### src/rtl/eth_hdr_rx_8.sv
`default_nettype none
// ============================================================================
//  Module   : eth_hdr_rx_8
//  Purpose  : Byte-wide Ethernet header parser. Captures dest/src/EtherType
//             from the first 14 bytes of each frame and forwards the rest as
//             a payload stream. Flags short frames and keeps saturating
//             good/bad frame counters.
//  Options  : ETH_HDR_RX_MAC_FILTER_EN - destination MAC filter (local
//             station address or broadcast); frames that miss are dropped.
//  Revision : 1.0  initial release
// ============================================================================
module eth_hdr_rx_8 #(
   parameter int DATA_W = 8,
   parameter int CNT_W  = 16
) (
   input  logic              clk,
   input  logic              rst,
   input  logic [DATA_W-1:0] s_axis_tdata,
   input  logic              s_axis_tvalid,
   input  logic              s_axis_tlast,
   input  logic              s_axis_tuser,
   input  logic [47:0]       local_mac,
   output logic              m_hdr_valid,
   output logic [47:0]       m_hdr_dest_mac,
   output logic [47:0]       m_hdr_src_mac,
   output logic [15:0]       m_hdr_type,
   output logic [DATA_W-1:0] m_axis_tdata,
   output logic              m_axis_tvalid,
   output logic              m_axis_tlast,
   output logic              m_axis_tuser,
   output logic              er_short,
   output logic              er_filtered,
   output logic [CNT_W-1:0]  cnt_good,
   output logic [CNT_W-1:0]  cnt_bad
);

   typedef enum logic [1:0] {
      S_IDLE    = 2'd0,
      S_HDR     = 2'd1,
`ifdef ETH_HDR_RX_MAC_FILTER_EN
      S_PAYLOAD = 2'd2,
      S_DROP    = 2'd3
`else
      S_PAYLOAD = 2'd2
`endif
   } state_t;

   state_t                  state, state_nx;
   logic [3:0]              idx, idx_nx;
   logic                    prev_v;
   // Header bytes shift in at the bottom; after 14 beats byte 0 sits at the top.
   logic [14*DATA_W-1:0]    sh;

   logic take, fwd, hdr_fire, short_ev, good_ev, bad_ev;

`ifdef ETH_HDR_RX_MAC_FILTER_EN
   logic        filt_ev;
   logic [47:0] dest_cand;
   logic        dest_ok;
   // Destination is complete on byte 5: bytes 0..4 from the shifter plus the live byte.
   assign dest_cand = {sh[5*DATA_W-1:0], s_axis_tdata};
   assign dest_ok   = (dest_cand == local_mac) || (dest_cand == 48'hFFFF_FFFF_FFFF);
`else
   logic unused_mac;
   assign unused_mac  = ^local_mac;
   assign er_filtered = 1'b0;
`endif

   // State, header index and previous-valid tracker.
   always_ff @(posedge clk) begin
      if (rst) begin
         state  <= S_IDLE;
         idx    <= 4'd0;
         prev_v <= 1'b1;   // forces an idle cycle before the first accepted frame
      end else begin
         state  <= state_nx;
         idx    <= idx_nx;
         prev_v <= s_axis_tvalid;
      end
   end

   // Next-state decode and per-beat event strobes.
   always_comb begin
      state_nx = state;
      idx_nx   = idx;
      take     = 1'b0;
      fwd      = 1'b0;
      hdr_fire = 1'b0;
      short_ev = 1'b0;
      good_ev  = 1'b0;
      bad_ev   = 1'b0;
`ifdef ETH_HDR_RX_MAC_FILTER_EN
      filt_ev  = 1'b0;
`endif
      case (state)
         S_IDLE: begin
            // Only a rising tvalid marks a frame start; a mid-frame beat is ignored.
            if (s_axis_tvalid && !prev_v) begin
               take = 1'b1;
               if (s_axis_tlast) begin
                  short_ev = 1'b1;
               end else begin
                  state_nx = S_HDR;
                  idx_nx   = 4'd1;
               end
            end
         end
         S_HDR: begin
            if (s_axis_tvalid) begin
               take = 1'b1;
               if (s_axis_tlast) begin
                  short_ev = 1'b1;
                  state_nx = S_IDLE;
               end else if (idx == 4'd13) begin
                  state_nx = S_PAYLOAD;
                  idx_nx   = 4'd14;   // marks "next beat is first payload byte"
               end else begin
                  idx_nx = idx + 4'd1;
`ifdef ETH_HDR_RX_MAC_FILTER_EN
                  if (idx == 4'd5 && !dest_ok) begin
                     state_nx = S_DROP;
                     filt_ev  = 1'b1;
                  end
`endif
               end
            end
         end
         S_PAYLOAD: begin
            if (s_axis_tvalid) begin
               fwd      = 1'b1;
               hdr_fire = (idx == 4'd14);
               idx_nx   = 4'd15;
               if (s_axis_tlast) begin
                  state_nx = S_IDLE;
                  good_ev  = !s_axis_tuser;
                  bad_ev   = s_axis_tuser;
               end
            end
         end
`ifdef ETH_HDR_RX_MAC_FILTER_EN
         S_DROP: begin
            // Keep counting header bytes so a short filtered frame still reports short.
            if (s_axis_tvalid) begin
               if (s_axis_tlast) begin
                  state_nx = S_IDLE;
                  short_ev = (idx <= 4'd13);
               end else if (idx != 4'd14) begin
                  idx_nx = idx + 4'd1;
               end
            end
         end
`endif
         default: state_nx = S_IDLE;
      endcase
   end

   // Registered datapath: header capture, payload stream, error pulses, counters.
   always_ff @(posedge clk) begin
      if (rst) begin
         sh             <= '0;
         m_hdr_valid    <= 1'b0;
         m_hdr_dest_mac <= '0;
         m_hdr_src_mac  <= '0;
         m_hdr_type     <= '0;
         m_axis_tdata   <= '0;
         m_axis_tvalid  <= 1'b0;
         m_axis_tlast   <= 1'b0;
         m_axis_tuser   <= 1'b0;
         er_short       <= 1'b0;
         cnt_good       <= '0;
         cnt_bad        <= '0;
      end else begin
         if (take) begin
            sh <= {sh[13*DATA_W-1:0], s_axis_tdata};
         end
         m_hdr_valid <= hdr_fire;
         if (hdr_fire) begin
            m_hdr_dest_mac <= sh[14*DATA_W-1:8*DATA_W];
            m_hdr_src_mac  <= sh[8*DATA_W-1:2*DATA_W];
            m_hdr_type     <= sh[2*DATA_W-1:0];
         end
         if (fwd) begin
            m_axis_tdata <= s_axis_tdata;
         end
         m_axis_tvalid <= fwd;
         m_axis_tlast  <= fwd && s_axis_tlast;
         m_axis_tuser  <= fwd && s_axis_tlast && s_axis_tuser;
         er_short      <= short_ev;
         if (good_ev && (cnt_good != {CNT_W{1'b1}})) begin
            cnt_good <= cnt_good + 1'b1;
         end
         if ((bad_ev || short_ev) && (cnt_bad != {CNT_W{1'b1}})) begin
            cnt_bad <= cnt_bad + 1'b1;
         end
      end
   end

`ifdef ETH_HDR_RX_MAC_FILTER_EN
   // Filter miss pulse, one cycle after byte 5.
   always_ff @(posedge clk) begin
      if (rst) begin
         er_filtered <= 1'b0;
      end else begin
         er_filtered <= filt_ev;
      end
   end
`endif

endmodule
`default_nettype wire

### config.mk
export PLATFORM = sky130hd
export DESIGN_NAME = eth_hdr_rx_8
export DESIGN_NICKNAME = d
export VERILOG_FILES = /design/src/rtl/eth_hdr_rx_8.sv
export SDC_FILE = /design/constraint.sdc
export NUM_CORES = 1
export LEC_CHECK = 0
export BUFFER_PORTS_ARGS = -buffer_cell sky130_fd_sc_hd__buf_2
export CORE_ASPECT_RATIO = 2
export CORE_MARGIN = 2
export CORE_UTILIZATION = 45
export DETAILED_ROUTE_END_ITERATION = 7
export GPL_TIMING_DRIVEN = 0
export HOLD_SLACK_MARGIN = 0.03
export PLACE_DENSITY = 0.78
export SKIP_CTS_REPAIR_TIMING = 1
export SYNTH_ARGS = -nofsm -noshare
export SYNTH_HDL_FRONTEND = slang
export SYNTH_SLANG_ARGS = --single-unit
### constraint.sdc
create_clock -name clk -period 4.55 [get_ports clk]
set_input_delay 0.2275 -clock clk [delete_from_list [all_inputs] [get_ports clk]]
set_output_delay 0.2275 -clock clk [all_outputs]
set_load 0.05 [all_outputs]
## Word level (Yosys, flattened, before mapping)

Cells that the tools add are included.

| operators by class | value |
|---|---|
| reductions and logical operators | 12 |
| mux-type cells | 31 |
| add/subtract/negate cells | 3 |
| eq/ne operators | 13 |

Operator list:

| cell | count |
|---|---|
| 16-bit by 1-bit adder with 16-bit output (second input constant) | 2 |
| 16-bit != test (second input constant) | 2 |
| 4-bit 2-to-1 mux | 6 |
| 1-bit 2-to-1 mux | 14 |
| 2-bit 2-to-1 mux | 7 |
| 2-bit != test (second input constant) | 6 |
| 4-bit one-hot mux with 3 select lines | 1 |
| 6-bit AND reduction | 2 |
| 4-bit == test (second input constant) | 2 |
| 2-bit one-hot mux with 3 select lines | 1 |
| 1-bit logical AND | 5 |
| 4-bit by 1-bit adder with 4-bit output (second input constant) | 1 |
| 1-bit one-hot mux with 2 select lines | 2 |
| 3-bit != test (second input constant) | 1 |
| 3-bit nonzero test | 1 |
| 2-bit by 1-bit == test with 1-bit output (second input constant) | 1 |
| 2-bit == test (second input constant) | 1 |
| 1-bit zero test | 2 |
| 2-bit zero test | 1 |
| 1-bit logical OR | 1 |

| storage, ports and cells | value |
|---|---|
| output and inout bits | 158 |
| logic and storage cells | 74 |
| input port bits | 61 |
| flip-flop bits (word level) | 276 |

## Logic depth before layout (Yosys ltp)

| depth | value |
|---|---|
| depth after elaboration | 6 |
| gate-level depth with buffers | 10 |
| depth with buffers taken out | 7 |

## Least setup slack after synthesis

Ideal clock, no wire load.

| path | value |
|---|---|
| path type | register to register |
| start point | reg cnt_bad[0] |
| end point | reg cnt_bad[0] |
| setup time | 0.128 ns |
| path buffers | 1 |
| data required time | 4.422 ns |
| setup slack | 2.446 ns |
| arrival | 1.977 ns |
| cell stages (with the launch flop) | 8 |
| clock period less this slack | 2.104 ns |
| cells stage by stage | dfxtp_1 -> ha_1 -> nand3_1 -> nor4_1 -> buf_2 -> nor2_1 -> xnor2_1 -> nor2_1 |

| on the way | value |
|---|---|
| cells in the longest elaborated chain, start to end | 2 |
| elaborated cells between the ends (all ways) | 3 |
| classes of those cells | add/sub: 1; eq/ne: 1; reduce/logical: 1 |

Ends and longest elaborated chain:

| item | RTL line | text |
|---|---|---|
| start: declaration | 34 | `output logic [CNT_W-1:0] cnt_bad` |
| start signal: assignment | 193 | `cnt_bad <= cnt_bad + 1'b1;` |
| parallel branches: the longest is 2 deep, another holds 16-bit by 1-bit adder with 16-bit output | - |  |

Several ways; the timed one is not identified.
A chain may end at the register's enable or synchronous reset.

## Worst setup path in the final report

| path | value |
|---|---|
| start point | reg state[0] |
| end point | reg m_hdr_type[5] |

| on the way | value |
|---|---|
| cells in the longest elaborated chain, start to end | 2 |

Ends and longest elaborated chain:

| item | RTL line | text |
|---|---|---|
| start: declaration | 48 | `state_t state, state_nx;` |
| start signal: assignment | 76 | `state <= state_nx;` |
| 2-bit == test | 95 | `case (state)` |
| 1-bit 2-to-1 mux | 95 |  |
| end signal: assignment | 180 | `m_hdr_type <= sh[2*DATA_W-1:0];` |
| end: declaration | 26 | `output logic [15:0] m_hdr_type,` |

Every way passes these cells.

==> results.sh <==
export IMPL_drt_drc_violations_left=0
export IMPL_clkSinkCount=276
export IMPL_timing_reg2reg_setup_slack_ns=2.04
export IMPL_cts_path_max_buffers=3
export IMPL_cp_slowest_stage_delay_ns=0.55
export IMPL_place_detailed_instances=1715
export IMPL_worstPathCellList="inv_1 -> ha_1 -> buf_2 -> nand2_1 -> or2_2 -> clkbuf_1 -> clkbuf_1 -> buf_2 -> nand2_1 -> a21oi_1"
export IMPL_worst_slew_margin_rel_pct=54.4
export IMPL_dp_worst_setup_slack_ns=2.03
export IMPL_yosys_warnings=0
export IMPL_routed_via_density=5.19
export IMPL_critical_path_required_ns=5.00
export IMPL_floorplan_initialDensity_pct=45.9
export IMPL_power_ir_vdd_worst_v=0.000354
export IMPL_grt_antenna_before_repair=0
export IMPL_drv_slew=0
export IMPL_clock_pin_slew_of_the_registers_on_the_worst_case_setup_and_hold_paths_ns=0.07
export IMPL_cpMaxStageDelayCell="clkbuf_1"
export IMPL_groute_usage_overall_pct=23.0
export IMPL_run_status="finished clean"
export IMPL_post_synth_num_cell_types=48
export IMPL_die_width_um=110
export IMPL_port_buffer_count=167
export IMPL_most_frequent_cell_after_synthesis="nand2_1"
export IMPL_drtIter0Drc=524
export IMPL_fin_crit_sh_pct=55.2
export IMPL_post_dp_hpwl_mm=20.5
export IMPL_insertedDiodeCount=0
export IMPL_ioPinCount=219
export IMPL_syn_to_final_growth_pct=20.7
export IMPL_finalNetCount=1544
export IMPL_cp_data_arrival_time_ns=2.96
export IMPL_report_final_hold_viol_count=0
export IMPL_synth_main_ff_cell="dfxtp_1"
export IMPL_row_count=77
export IMPL_fmax_mhz=398
export IMPL_synth_edff_count=0
export IMPL_wl_per_cell_um=15.6
export IMPL_timing_final_ws_setup_ns=2.04
export IMPL_drt_wl_total_mm=27.5
export IMPL_global_route_wire_length_before_repair_mm=43.4
export IMPL_worst_clock_skew_ns=0.0117
export IMPL_drive_above_1_share_pct=16.3
export IMPL_library_cell_with_the_largest_summed_area_after_synthesis="dfxtp_1"
export IMPL_ys_top_cells_by_area="dfxtp_1 (55%), nand2_1 (18%), a21oi_1 (12%)"
export IMPL_dr_total_vias=9172
export IMPL_drt_pre_antenna_iters=5
export IMPL_setup_viol=0
export IMPL_h_tree_depth=1
export IMPL_cts_tree="done"
export IMPL_synth_commonest_cells="nand2_1 (483), dfxtp_1 (276), a21oi_1 (252)"
export IMPL_synthesized_net_count=1342
export IMPL_numCtsBuffers=24
export IMPL_max_cap_violations=0
export IMPL_syn_avg_cell_area_um2=7.96
export IMPL_synthDominantCellAreaShare_pct=54.6
export IMPL_tns_ns=0
export IMPL_maximum_number_of_pins_on_one_net_before_global_route_repair=17
export IMPL_fp_dieArea_um2=23800
export IMPL_worstSetupEndpointType="register"
export IMPL_globalRouteOverflowTotal=0
export IMPL_synth_seq_area_share_pct=54.6
export IMPL_die_height_um=216
export IMPL_final_instance_count_excl_fill=1766
export IMPL_timing_hold_worst_class="primary input to register"
export IMPL_synth_async_sr_flop_share_pct=0
export IMPL_fp_coreArea_um2=22100
export IMPL_clock_latency_on_the_worst_skew_pair_ns=0.53
export IMPL_synth_ff_latch_count=276
export IMPL_syn_instance_count=1272
export IMPL_cell_leakage_power_nw=4.57
export IMPL_period_minus_slack_ns=2.51
export IMPL_crit_path_max_fanout=10
export IMPL_drt_antenna_violating_nets=0
export IMPL_routabilityCongestion=0.916
export IMPL_grt_setup_unrepaired="false"
export IMPL_grt_pass1_vias=8855
export IMPL_tightest_slew_ns=0.684
export IMPL_crit_type="register to register"
export IMPL_synthesis_area_um2=10100
export IMPL_fillers=2068
export IMPL_critPathLaunchType="register"
export IMPL_power_density_nw_per_um2=400
export IMPL_clock_tree_root_cell="clkbuf_16"
==> where the power goes <==
group / total (W) / internal (W) / switching (W)
Combinational: 0.000298 / 0.0000716 / 0.000227
Sequential: 0.00245 / 0.00243 / 0.0000193
Clock: 0.00215 / 0.00124 / 0.000903
Total: 0.00490 / 0.00375 / 0.00115
==> worst paths after layout <==
kind                                   startpoint                         endpoint  cells past startpoint
setup / recovery            state[0]$_SDFFE_PP0P_       m_hdr_type[5]$_SDFFE_PP0P_                     10
hold reg to reg   m_hdr_dest_mac[19]$_SDFFE_PP0P_  m_hdr_dest_mac[19]$_SDFFE_PP0P_                      2
setup reg to reg            state[0]$_SDFFE_PP0P_       m_hdr_type[5]$_SDFFE_PP0P_                     10
hold / removal                       s_axis_tlast          m_axis_tlast$_SDFF_PP0_                      2
==> state kept, by name (all words and copies together) (netlist names) <==
register / flops
m_hdr_valid: 1
sh: 112
m_axis_tdata: 8
prev_v: 1
idx: 4
m_axis_tlast: 1
m_hdr_src_mac: 48
m_hdr_type: 16
cnt_good: 16
state: 2
m_axis_tvalid: 1
m_axis_tuser: 1
m_hdr_dest_mac: 48
cnt_bad: 16
er_short: 1
==> kinds of logic after synthesis <==
kind of cell               Yosys count  share of synthesized area (%)
xor gates and xnor gates            17                           1.47
buffers and inverters               97                           3.97
adders and majority gates            9                           1.11
muxes                                4                          0.408
and+or+nand+nor                    583                           23.5
DFF                                276                           54.6
AOI/OAI and AO/OA                  285                           15.0
other                                1                         0.0370
==> layer usage <==
layer | track usage, % | share of wire (%) | vias up
li1 | - | - | 4580
met1 | 22.9 | 35 | 4244
met2 | 44.3 | 56 | 271
met3 | 3.07 | 4.4 | 77
met4 | 11.4 | 4.2 | 0
met5 | 0 | 0 | -
==> critical path, delay by kind of cell, from the launching register on <==
kind | cells | cell delay (ns)
buf+inv | 5 | 1.37
simple gates | 3 | 0.32
fa+ha+maj | 1 | 0.20
flops | 1 | 0.38
compound gates | 1 | 0.16
==> per-stage QoR <==
step                      util (%)  hold slack [ns]  instance area, µm²  total power, W
after floorplan                  -            0.349               10100         0.00270
after global placement        51.3            0.441               11300         0.00279
after detailed placement      51.3            0.444               11300         0.00280
after CTS                     55.0          -0.0680               12100         0.00492
after global routing          55.4           0.0655               12200         0.00505
final                         55.4           0.0769               12200         0.00490
==> cell usage in the layout, fill, tap and decap left out, types with 2 or more instances in the layout <==
cell type,instances
or3_1,7
nor3b_1,2
buf_1,5
nor2_1,29
o211ai_1,3
o21ai_0,11
ha_1,9
mux2i_1,3
or4_1,3
dlygate4sd3_1,9
nor3_1,9
and4_1,2
dfxtp_1,276
xnor2_1,12
clkbuf_1,58
inv_1,10
a21oi_1,252
nor4b_1,2
clkbuf_16,25
clkinv_2,5
nand2_1,483
bufinv_16,3
nand4_1,7
and3_1,6
o31ai_2,2
a31oi_1,2
buf_2,194
xor2_1,5
and2_1,4
nand3_1,13
nor2b_1,4
clkbuf_8,4
or2_2,2
a311oi_1,3
nor4_1,6
o31ai_1,2
==> area by class of cell <==
type	instances	area [µm²]	share of cell area (%)
clock buffer	33	696	5.69
clock inverter	9	131	1.07
timing repair buffer	176	926	7.57
tap	276	345	2.82
inverter	10	37.5	0.307
buffer	87	364	2.98
multi-input combinational	899	4200	34.4
sequential	276	5530	45.2
(Power assumes the default switching activity.)
